==> config.mk <==
export PLATFORM = sky130hd
export DESIGN_NAME = store_monitor
export DESIGN_NICKNAME = d
export VERILOG_FILES = /design/src/rtl/store_monitor.sv
export SDC_FILE = /design/constraint.sdc
export NUM_CORES = 1
export LEC_CHECK = 0
export CORE_ASPECT_RATIO = 0.7
export CORE_MARGIN = 2
export CORE_UTILIZATION = 55
export CTS_BUF_LIST = sky130_fd_sc_hd__clkbuf_4 sky130_fd_sc_hd__clkbuf_8
export DETAILED_ROUTE_END_ITERATION = 16
export GPL_TIMING_DRIVEN = 0
export HOLD_SLACK_MARGIN = 0.06
export PLACE_DENSITY = 0.76
export SLEW_MARGIN = 25
export SYNTH_ARGS = -nofsm -noshare
export SYNTH_HDL_FRONTEND = slang
export SYNTH_SLANG_ARGS = --single-unit
==> constraint.sdc <==
create_clock -name clk -period 7.1 [get_ports clk]
set_input_delay 1.065 -clock clk [delete_from_list [all_inputs] [get_ports clk]]
set_output_delay 1.065 -clock clk [all_outputs]
set_load 0.03 [all_outputs]
==> src/rtl/store_monitor.sv <==
// -----------------------------------------------------------------------------
// store_monitor
//
// Watches the store bus of the multicycle ARM core and keeps a trace of every
// store in a small first-word-fall-through FIFO. It also decides the program
// verdict. A store to PASS_ADDR ends the run with PASS when the data matches
// PASS_DATA, and with FAIL otherwise. TIMEOUT is reached when no store to
// PASS_ADDR arrives within TIMEOUT cycles of reset release.
//
// Handshake: a store is offered when MemWrite is high for one cycle. The
// monitor has no backpressure, so every offered store in RUN is counted. The
// store is dropped (sticky overflow) only when the FIFO is full and no pop
// happens in the same cycle. The FIFO head is valid while empty is low, and
// rd_en consumes the head at the next rising edge. rd_en while empty does
// nothing.
//
// Ports
//   clk        rising-edge clock
//   reset      asynchronous, active-high reset
//   DataAdr    store address from the core
//   WriteData  store data from the core
//   MemWrite   store strobe, one cycle per store
//   rd_en      pop the FIFO head at the next edge
//   rd_adr     FIFO head address (0 while empty)
//   rd_data    FIFO head data (0 while empty)
//   empty      FIFO empty
//   full       FIFO full
//   count      FIFO occupancy
//   overflow   sticky flag: a store was dropped on a full FIFO
//   wr_count   stores seen in RUN, saturating at 16'hFFFF
//   done       verdict reached
//   pass       verdict is PASS
//   timeout    verdict is TIMEOUT
//   dbgState   raw FSM state (0 RUN, 1 PASS, 2 FAIL, 3 TOUT)
// -----------------------------------------------------------------------------
module store_monitor #(
    parameter int          DEPTH     = 8,
    parameter logic [31:0] PASS_ADDR = 32'd100,
    parameter logic [31:0] PASS_DATA = 32'd7,
    parameter int          TIMEOUT   = 160
) (
    input  logic                       clk,
    input  logic                       reset,
    input  logic [31:0]                DataAdr,
    input  logic [31:0]                WriteData,
    input  logic                       MemWrite,
    input  logic                       rd_en,
    output logic [31:0]                rd_adr,
    output logic [31:0]                rd_data,
    output logic                       empty,
    output logic                       full,
    output logic [$clog2(DEPTH):0]     count,
    output logic                       overflow,
    output logic [15:0]                wr_count,
    output logic                       done,
    output logic                       pass,
    output logic                       timeout,
    output logic [1:0]                 dbgState
);

    localparam int AW = $clog2(DEPTH);
    localparam int CW = $clog2(DEPTH) + 1;
    localparam int TW = $clog2(TIMEOUT);
    localparam logic [CW-1:0] CNT_FULL = CW'(DEPTH);
    localparam logic [TW-1:0] CYC_LAST = TW'(TIMEOUT - 1);

    typedef enum logic [1:0] {
        ST_RUN  = 2'd0,
        ST_PASS = 2'd1,
        ST_FAIL = 2'd2,
        ST_TOUT = 2'd3
    } stateT;

    stateT          state;
    logic [TW-1:0]  cyc;
    logic [AW-1:0]  wrPtr;
    logic [AW-1:0]  rdPtr;
    logic [CW-1:0]  cnt;
    logic [31:0]    memAdr  [DEPTH];
    logic [31:0]    memData [DEPTH];

    logic isRun;
    logic isFull;
    logic isEmpty;
    logic pushReq;
    logic pushDo;
    logic popDo;
    logic passHit;

    assign isRun   = (state == ST_RUN);
    assign isFull  = (cnt == CNT_FULL);
    assign isEmpty = (cnt == '0);
    assign pushReq = MemWrite & isRun;
    assign popDo   = rd_en & ~isEmpty;
    // A simultaneous pop frees a slot, so a push on a full FIFO is not dropped.
    assign pushDo  = pushReq & (~isFull | popDo);
    assign passHit = MemWrite & (DataAdr == PASS_ADDR);

    // Verdict FSM. A store to PASS_ADDR takes priority over the timeout
    // in the same cycle.
    always_ff @(posedge clk or posedge reset) begin
        if (reset) begin
            state <= ST_RUN;
            cyc   <= '0;
        end else begin
            case (state)
                ST_RUN: begin
                    if (passHit) begin
                        state <= (WriteData == PASS_DATA) ? ST_PASS : ST_FAIL;
                    end else if (cyc == CYC_LAST) begin
                        state <= ST_TOUT;
                    end else begin
                        cyc <= cyc + TW'(1);
                    end
                end
                default: state <= state;
            endcase
        end
    end

    // FIFO control and store statistics.
    always_ff @(posedge clk or posedge reset) begin
        if (reset) begin
            wrPtr    <= '0;
            rdPtr    <= '0;
            cnt      <= '0;
            overflow <= 1'b0;
            wr_count <= '0;
        end else begin
            if (pushDo) wrPtr <= wrPtr + AW'(1);
            if (popDo)  rdPtr <= rdPtr + AW'(1);
            case ({pushDo, popDo})
                2'b10:   cnt <= cnt + CW'(1);
                2'b01:   cnt <= cnt - CW'(1);
                default: cnt <= cnt;
            endcase
            if (pushReq && isFull && !popDo) overflow <= 1'b1;
            if (pushReq && wr_count != 16'hFFFF) wr_count <= wr_count + 16'd1;
        end
    end

    // The storage needs no reset: the read port is masked while empty.
    always_ff @(posedge clk) begin
        if (pushDo) begin
            memAdr[wrPtr]  <= DataAdr;
            memData[wrPtr] <= WriteData;
        end
    end

    assign count    = cnt;
    assign empty    = isEmpty;
    assign full     = isFull;
    assign rd_adr   = isEmpty ? 32'd0 : memAdr[rdPtr];
    assign rd_data  = isEmpty ? 32'd0 : memData[rdPtr];
    assign done     = (state != ST_RUN);
    assign pass     = (state == ST_PASS);
    assign timeout  = (state == ST_TOUT);
    assign dbgState = state;

endmodule

==> results of run 1 <==
-- layout by cell type, fill, tap and decap left out, types with 13 or more instances in the layout --
cell type,Yosys,layout
clkinv_1,0,13
clkbuf_4,0,31
buf_4,1,18
mux4_2,128,128
dfrtp_1,37,37
mux2i_1,66,66
xor2_1,17,17
nor2_1,91,85
clkbuf_8,0,85
edfxtp_1,512,512
nand2_1,22,22
clkdlybuf4s50_1,0,159
buf_2,23,23
clkbuf_1,17,17
-- final timing paths --
path / startpoint / end / slack (ns) / depth (start not counted)
setup / recovery: rdPtr[0] / rd_data[30] / 2.23 / 6
hold / removal: overflow / overflow / 0.48 / 1
hold reg to reg: overflow / overflow / 0.48 / 1
min in group asynchronous: reset / wr_count[1] / 0.68 / 2
setup reg to reg: dbgState[1] / memData[1][4] / 3.75 / 9
max in group asynchronous: reset / count[3] / 5.98 / 3
-- where the power goes --
| group | internal, mW | switching (mW) | leakage (nW) | total (mW) |
|---|---|---|---|---|
| Combinational | 1.50 | 1.90 | 2.84 | 3.40 |
| Sequential | 3.55 | 0.0256 | 5.05 | 3.58 |
| Clock | 1.27 | 1.15 | 0.799 | 2.41 |
| Total | 6.31 | 3.08 | 8.69 | 9.39 |
-- flip-flops by register name (all words and copies together) (netlist names) --
name and cells:
cyc 8, memAdr 256, count 4, dbgState 2, wrPtr 3, wr_count 16
overflow 1, rdPtr 3, memData 256
-- area by class of cell --
class | count | area, um2 | area share
clock buffer | 116 | 1403 | 0.05419
timing repair buffer | 198 | 2225 | 0.08595
multi-input combinational | 427 | 4943 | 0.1910
antenna | 2 | 5.005 | 0.0001934
buffer | 45 | 201.4 | 0.007783
clock inverter | 23 | 112.6 | 0.004351
tap | 527 | 659.4 | 0.02547
sequential | 549 | 16300 | 0.6298
inverter | 9 | 33.78 | 0.001305
-- worst reg2reg max path: stages (launching register included) --
cell and delay [ns]:
dfrtp_1 0.47, nor3b_2 0.28, buf_2 0.28, o21a_1 0.22
nand2_1 0.23, nor3_2 0.59, buf_4 0.32, buf_4 0.21
buf_4 0.21, buf_4 0.21
-- cell families (layout without fill, tap and decap cells) --
| group | after synthesis | after routing | share of synthesized area |
|---|---|---|---|
| XOR/XNOR | 25 | 25 | 0.01022 |
| buffers and inverters | 54 | 391 | 0.01098 |
| flip-flops | 549 | 549 | 0.7608 |
| other | 0 | 2 | 0 |
| AO/OA/AOI/OAI | 22 | 22 | 0.006950 |
| AND/OR/NAND/NOR | 178 | 178 | 0.04094 |
| adder cells (fa/ha/maj) | 5 | 5 | 0.002920 |
| multiplexers | 197 | 197 | 0.1671 |
-- metrics by stage --
step                cell area (um2)  total power [mW]  setup WS (ns)  setup TNS (ns)  cells
floorplan                     21420             5.864         0.4143               0   1030
global placement              23680             7.037         -4.400         -970.04   1716
detailed placement            24360             7.080          2.639               0   1755
CTS                           25880             9.481          2.207               0   1894
global route                  25880             9.767          2.066               0   1896
finish                        25880             9.391          2.228               0   1896
-- layer usage --
metal	part of all wire	vias up
li1	-	4793
met1	0.44	5683
met2	0.47	389
met3	0.065	78
met4	0.022	2
met5	0.00024	-
==> impl_metrics.py, run 1 <==
metrics = {
    "yosys": {
        "synth_seq_cells": 549,
        "synth_top_cell_by_area": "edfxtp_1",
        "synth_cells": 1030,
        "synth_area_um2": 21420,
        "synth_edf_count": 512,
        "ys_seq_area_frac": 0.7608,
        "synth_top_cells_by_count": "edfxtp_1, mux4_2, nor2_1",
        "synth_area_leaders": "edfxtp_1, mux4_2, dfrtp_1",
        "yosysTopAreaCellShare": 0.7176,
        "synth_nets": 1103,
        "syn_area_per_cell_um2": 20.80,
        "synth_cell_type_count": 47,
        "synth_most_common_cell": "edfxtp_1",
        "yosys_warnings": 0,
        "synth_top_flop_cell": "edfxtp_1",
        "async_flop_share": 0.06740,
    },
    "drt": {
        "vias": 10950,
        "viasPerCell": 5.773,
        "routedWlPerCell_um": 24.08,
        "drc": 0,
        "drt_wl_total_um": 45650,
        "first_iter_violations": 1027,
        "ant_nets": 0,
        "first_pass_iters": 5,
    },
    "placement": {
        "numPortBuffers": 159,
        "place_hpwl_um": 29180,
        "place.gp.congestion": 0.7667,
    },
    "worst_setup_path": {
        "start_kind": "register",
        "crit_buf_inv": 3,
        "path_cells": "clkbuf_1 > buf_2 > mux4_2 > mux2i_1 > nor2_1 > clkdlybuf4s50_1",
        "crit_fanout": 10,
        "worst_setup_path_end_kind": "output port",
        "worst_ep_arrival_time_ns": 3.81,
        "cpPeakStageDelay_ns": 0.61,
        "path_delay_family": "buffers and inverters",
        "crit_type": "register to output port",
        "crit_slowest_cell": "clkbuf_1",
        "cp_data_required_time_ns": 6.03,
    },
    "pwr": {
        "p_leak_nw": 8.687,
        "powerDensity_nw_per_um2": 362.8,
        "ir_drop_mv": 0.2250,
    },
    "clock_tree": {
        "root_buffer": "clkbuf_8",
        "cts_setup_buffers": 0,
        "cts_buffer_depth": 3,
        "cts.htree.levels": 3,
        "path_clk_slew_ns": 0.07,
        "clk_latency_ns": 0.64,
        "cts_buffers": 79,
        "cts_tree": "yes",
        "clkSinkCount": 549,
        "cts_resized": 0,
        "cts_hold_buf": 0,
    },
    "floorplan": {
        "rows": 60,
        "start_util": 0.5574,
        "die_w_um": 239.9,
        "core_area_um2": 38440,
        "die-area_um2": 40570,
        "die_h_um": 169.1,
        "io-pin-count": 160,
    },
    "finish": {
        "fillCellCount": 2480,
        "utilization": 0.6734,
        "area_growth_syn_to_layout_pct": 20.81,
        "drive_gt1_frac": 0.2465,
        "layout.nets": 1382,
    },
    "grt": {
        "grt_pass1_wl_um": 68520,
        "met1_usage": 0.3428,
        "grt_pass1_vias": 11280,
        "antenna_found_initial": 3,
        "gr-usage-met2": 0.3520,
        "use_met3": 0.04554,
        "gr-total-overflow": 0,
        "grt_util_all_layers": 0.2310,
        "grt_max_degree": 27,
        "top_usage_layer": "met2",
    },
    "timing": {
        "timing_hold_violations_final": 0,
        "clock.fmax_mhz": 205.2,
        "skew_ns": 0.02780,
        "report.final.slew_viol_count": 0,
        "hold_ws_ns": 0.4764,
        "rsz0062_at_grt": "no",
        "setup_viol": 0,
        "relSlewSlack": 0.3941,
        "fin_crit_ns": 4.872,
        "worst_pin_slew_ns": 0.9088,
        "fin_crit_sh": 0.6863,
    },
    "min_path": {
        "hold_class": "register to register",
    },
    "status": {
        "status": "finished clean",
    },
    "run": {
        "drv_cap": 0,
    },
}
No activity file was read; power rests on OpenSTA's default activity.
==> run 2, diff against run 1 <==
- clock period: 7.1 -> 4.9 ns (I/O delays scaled with it)
==> impl_metrics.py, run 2 (synthesis gave the netlist of run 1 again) <==
metrics = {
    "drt": {
        "first_iter_violations": 1165,
        "wl_met1_um": 19530,
        "drt_wl_total_um": 45520,
        "viasPerCell": 5.785,
        "ant_nets": 0,
        "met3_length_um": 3554,
        "top_layer": "met5",
        "routedWlPerCell_um": 24.05,
        "drc": 0,
        "vias": 10950,
        "first_pass_iters": 5,
        "wl_met2_um": 21560,
    },
    "floorplan": {
        "die-area_um2": 40570,
        "rows": 60,
        "die_h_um": 169.1,
        "io-pin-count": 160,
        "start_util": 0.5574,
        "core_area_um2": 38440,
        "die_w_um": 239.9,
    },
    "clock_tree": {
        "cts_hold_buf": 0,
        "cts_resized": 0,
        "clk_latency_ns": 0.65,
        "cts_tree": "yes",
        "cts_buffers": 81,
        "root_buffer": "clkbuf_8",
        "cts.htree.levels": 3,
        "path_clk_slew_ns": 0.06,
        "cts_setup_buffers": 0,
        "cts_buffer_depth": 3,
        "clkSinkCount": 549,
    },
    "worst_setup_path": {
        "start_kind": "register",
        "cp_data_required_time_ns": 4.16,
        "crit_buf_inv": 3,
        "cpPeakStageDelay_ns": 0.63,
        "worst_ep_arrival_time_ns": 3.68,
        "path_delay_family": "buffers and inverters",
        "path_cells": "clkbuf_1 > buf_2 > mux4_2 > mux2i_1 > nor2_1 > clkdlybuf4s50_1",
        "crit_slowest_cell": "clkdlybuf4s50_1",
        "crit_type": "register to output port",
        "worst_setup_path_end_kind": "output port",
        "crit_fanout": 10,
    },
    "grt": {
        "grt_pass1_vias": 11240,
        "grt_pass1_wl_um": 68920,
        "grt_util_all_layers": 0.2319,
        "antenna_found_initial": 3,
        "gr-total-overflow": 0,
        "grt_max_degree": 26,
    },
    "placement": {
        "placed_cell_area_um2": 24450,
        "place_hpwl_um": 29300,
        "place.gp.congestion": 0.7968,
        "numPortBuffers": 159,
    },
    "finish": {
        "layout.nets": 1377,
        "utilization": 0.6785,
        "reg_top3": "memAdr x256, memData x256, wr_count x16",
        "drive_gt1_frac": 0.2469,
        "fillCellCount": 2474,
        "stdcell_area_um2": 26080,
        "most-common-layout-cells": "edfxtp_1, clkdlybuf4s50_1, mux4_2, clkbuf_8, nor2_1",
        "final_common_cell": "edfxtp_1",
        "area_growth_syn_to_layout_pct": 21.73,
    },
    "timing": {
        "clock.fmax_mhz": 226.6,
        "worst_pin_slew_ns": 0.9317,
        "skew_ns": 0.02293,
        "setup_viol": 0,
        "relSlewSlack": 0.3789,
        "fin_crit_sh": 0.9005,
        "rsz0062_at_grt": "no",
        "report.final.slew_viol_count": 0,
        "timing_hold_violations_final": 0,
        "fin_crit_ns": 4.412,
    },
    "pwr": {
        "ir_drop_mv": 0.4008,
        "p_leak_nw": 8.740,
        "powerDensity_nw_per_um2": 530.5,
    },
    "run": {
        "drv_cap": 0,
    },
    "status": {
        "status": "finished clean",
    },
    "min_path": {
        "hold_class": "input port to asynchronous set/reset pin",
    },
}
==> run 2: cell types whose count changed in the layout (fill, tap and decap cells not counted), moves of 2 or more <==
cell and change:
inv_6 +2, nor3_4 +2, clkinv_1 -2, buf_6 +6
clkinv_2 +2, bufinv_16 +3, buf_12 -6, nor3_2 -2
buf_4 -17, buf_16 +8, buf_8 +2
==> run 2: power breakdown <==
part / switching, mW / internal (mW) / total (mW)
Combinational: 2.75 / 2.17 / 4.92
Sequential: 0.0358 / 5.15 / 5.18
Clock: 1.71 / 2.02 / 3.73
Total: 4.50 / 9.34 / 13.8
==> run 2: path summary, 6_finish.rpt <==
path | startpoint | end | cells after the start | slack, ns
setup / recovery | rdPtr[0] | rd_data[29] | 6 | 0.49
hold / removal | reset | wr_count[13] | 2 | 0.36
setup reg to reg | dbgState[0] | memData[0][6] | 9 | 1.57
hold reg to reg | overflow | overflow | 1 | 0.46
max in group asynchronous | reset | rdPtr[0] | 3 | 4.10
min in group clk | overflow | overflow | 1 | 0.46
==> run 2: per-stage QoR <==
| stage | hold WS (ns) | total power, mW | TNS [ns] | setup WS, ns | std cells |
|---|---|---|---|---|---|
| 2_1_floorplan | 0.4423 | 8.497 | 0 | 0.2613 | 1030 |
| 3_3_place_gp | 0.4433 | 10.20 | -1487.94 | -3.103 | 1716 |
| 3_5_place_dp | 0.4483 | 10.26 | 0 | 0.7387 | 1748 |
| 4_1_cts | 0.3272 | 13.97 | 0 | 0.3846 | 1892 |
| 5_1_grt | 0.3568 | 14.40 | 0 | 0.2534 | 1893 |
| 6_report | 0.3629 | 13.83 | 0 | 0.4875 | 1893 |
==> run 2: cell type report <==
type | instances | area (um2) | share of cell area
diodes | 1 | 2.502 | 0.00009595
clock buffers | 117 | 1416 | 0.05431
well taps | 527 | 659.4 | 0.02528
inverters | 9 | 33.78 | 0.001295
multi-input cells | 427 | 4956 | 0.1900
clock inverters | 27 | 215.2 | 0.008252
flip-flops and latches | 549 | 16300 | 0.6250
repair buffers | 191 | 2295 | 0.08799
plain buffers | 45 | 201.4 | 0.007724
==> run 2: metal layers <==
layer	vias up	global-route usage
li1	4774	-
met1	5629	0.3482
met2	474	0.3519
met3	70	0.05319
met4	4	0.05752
met5	-	0
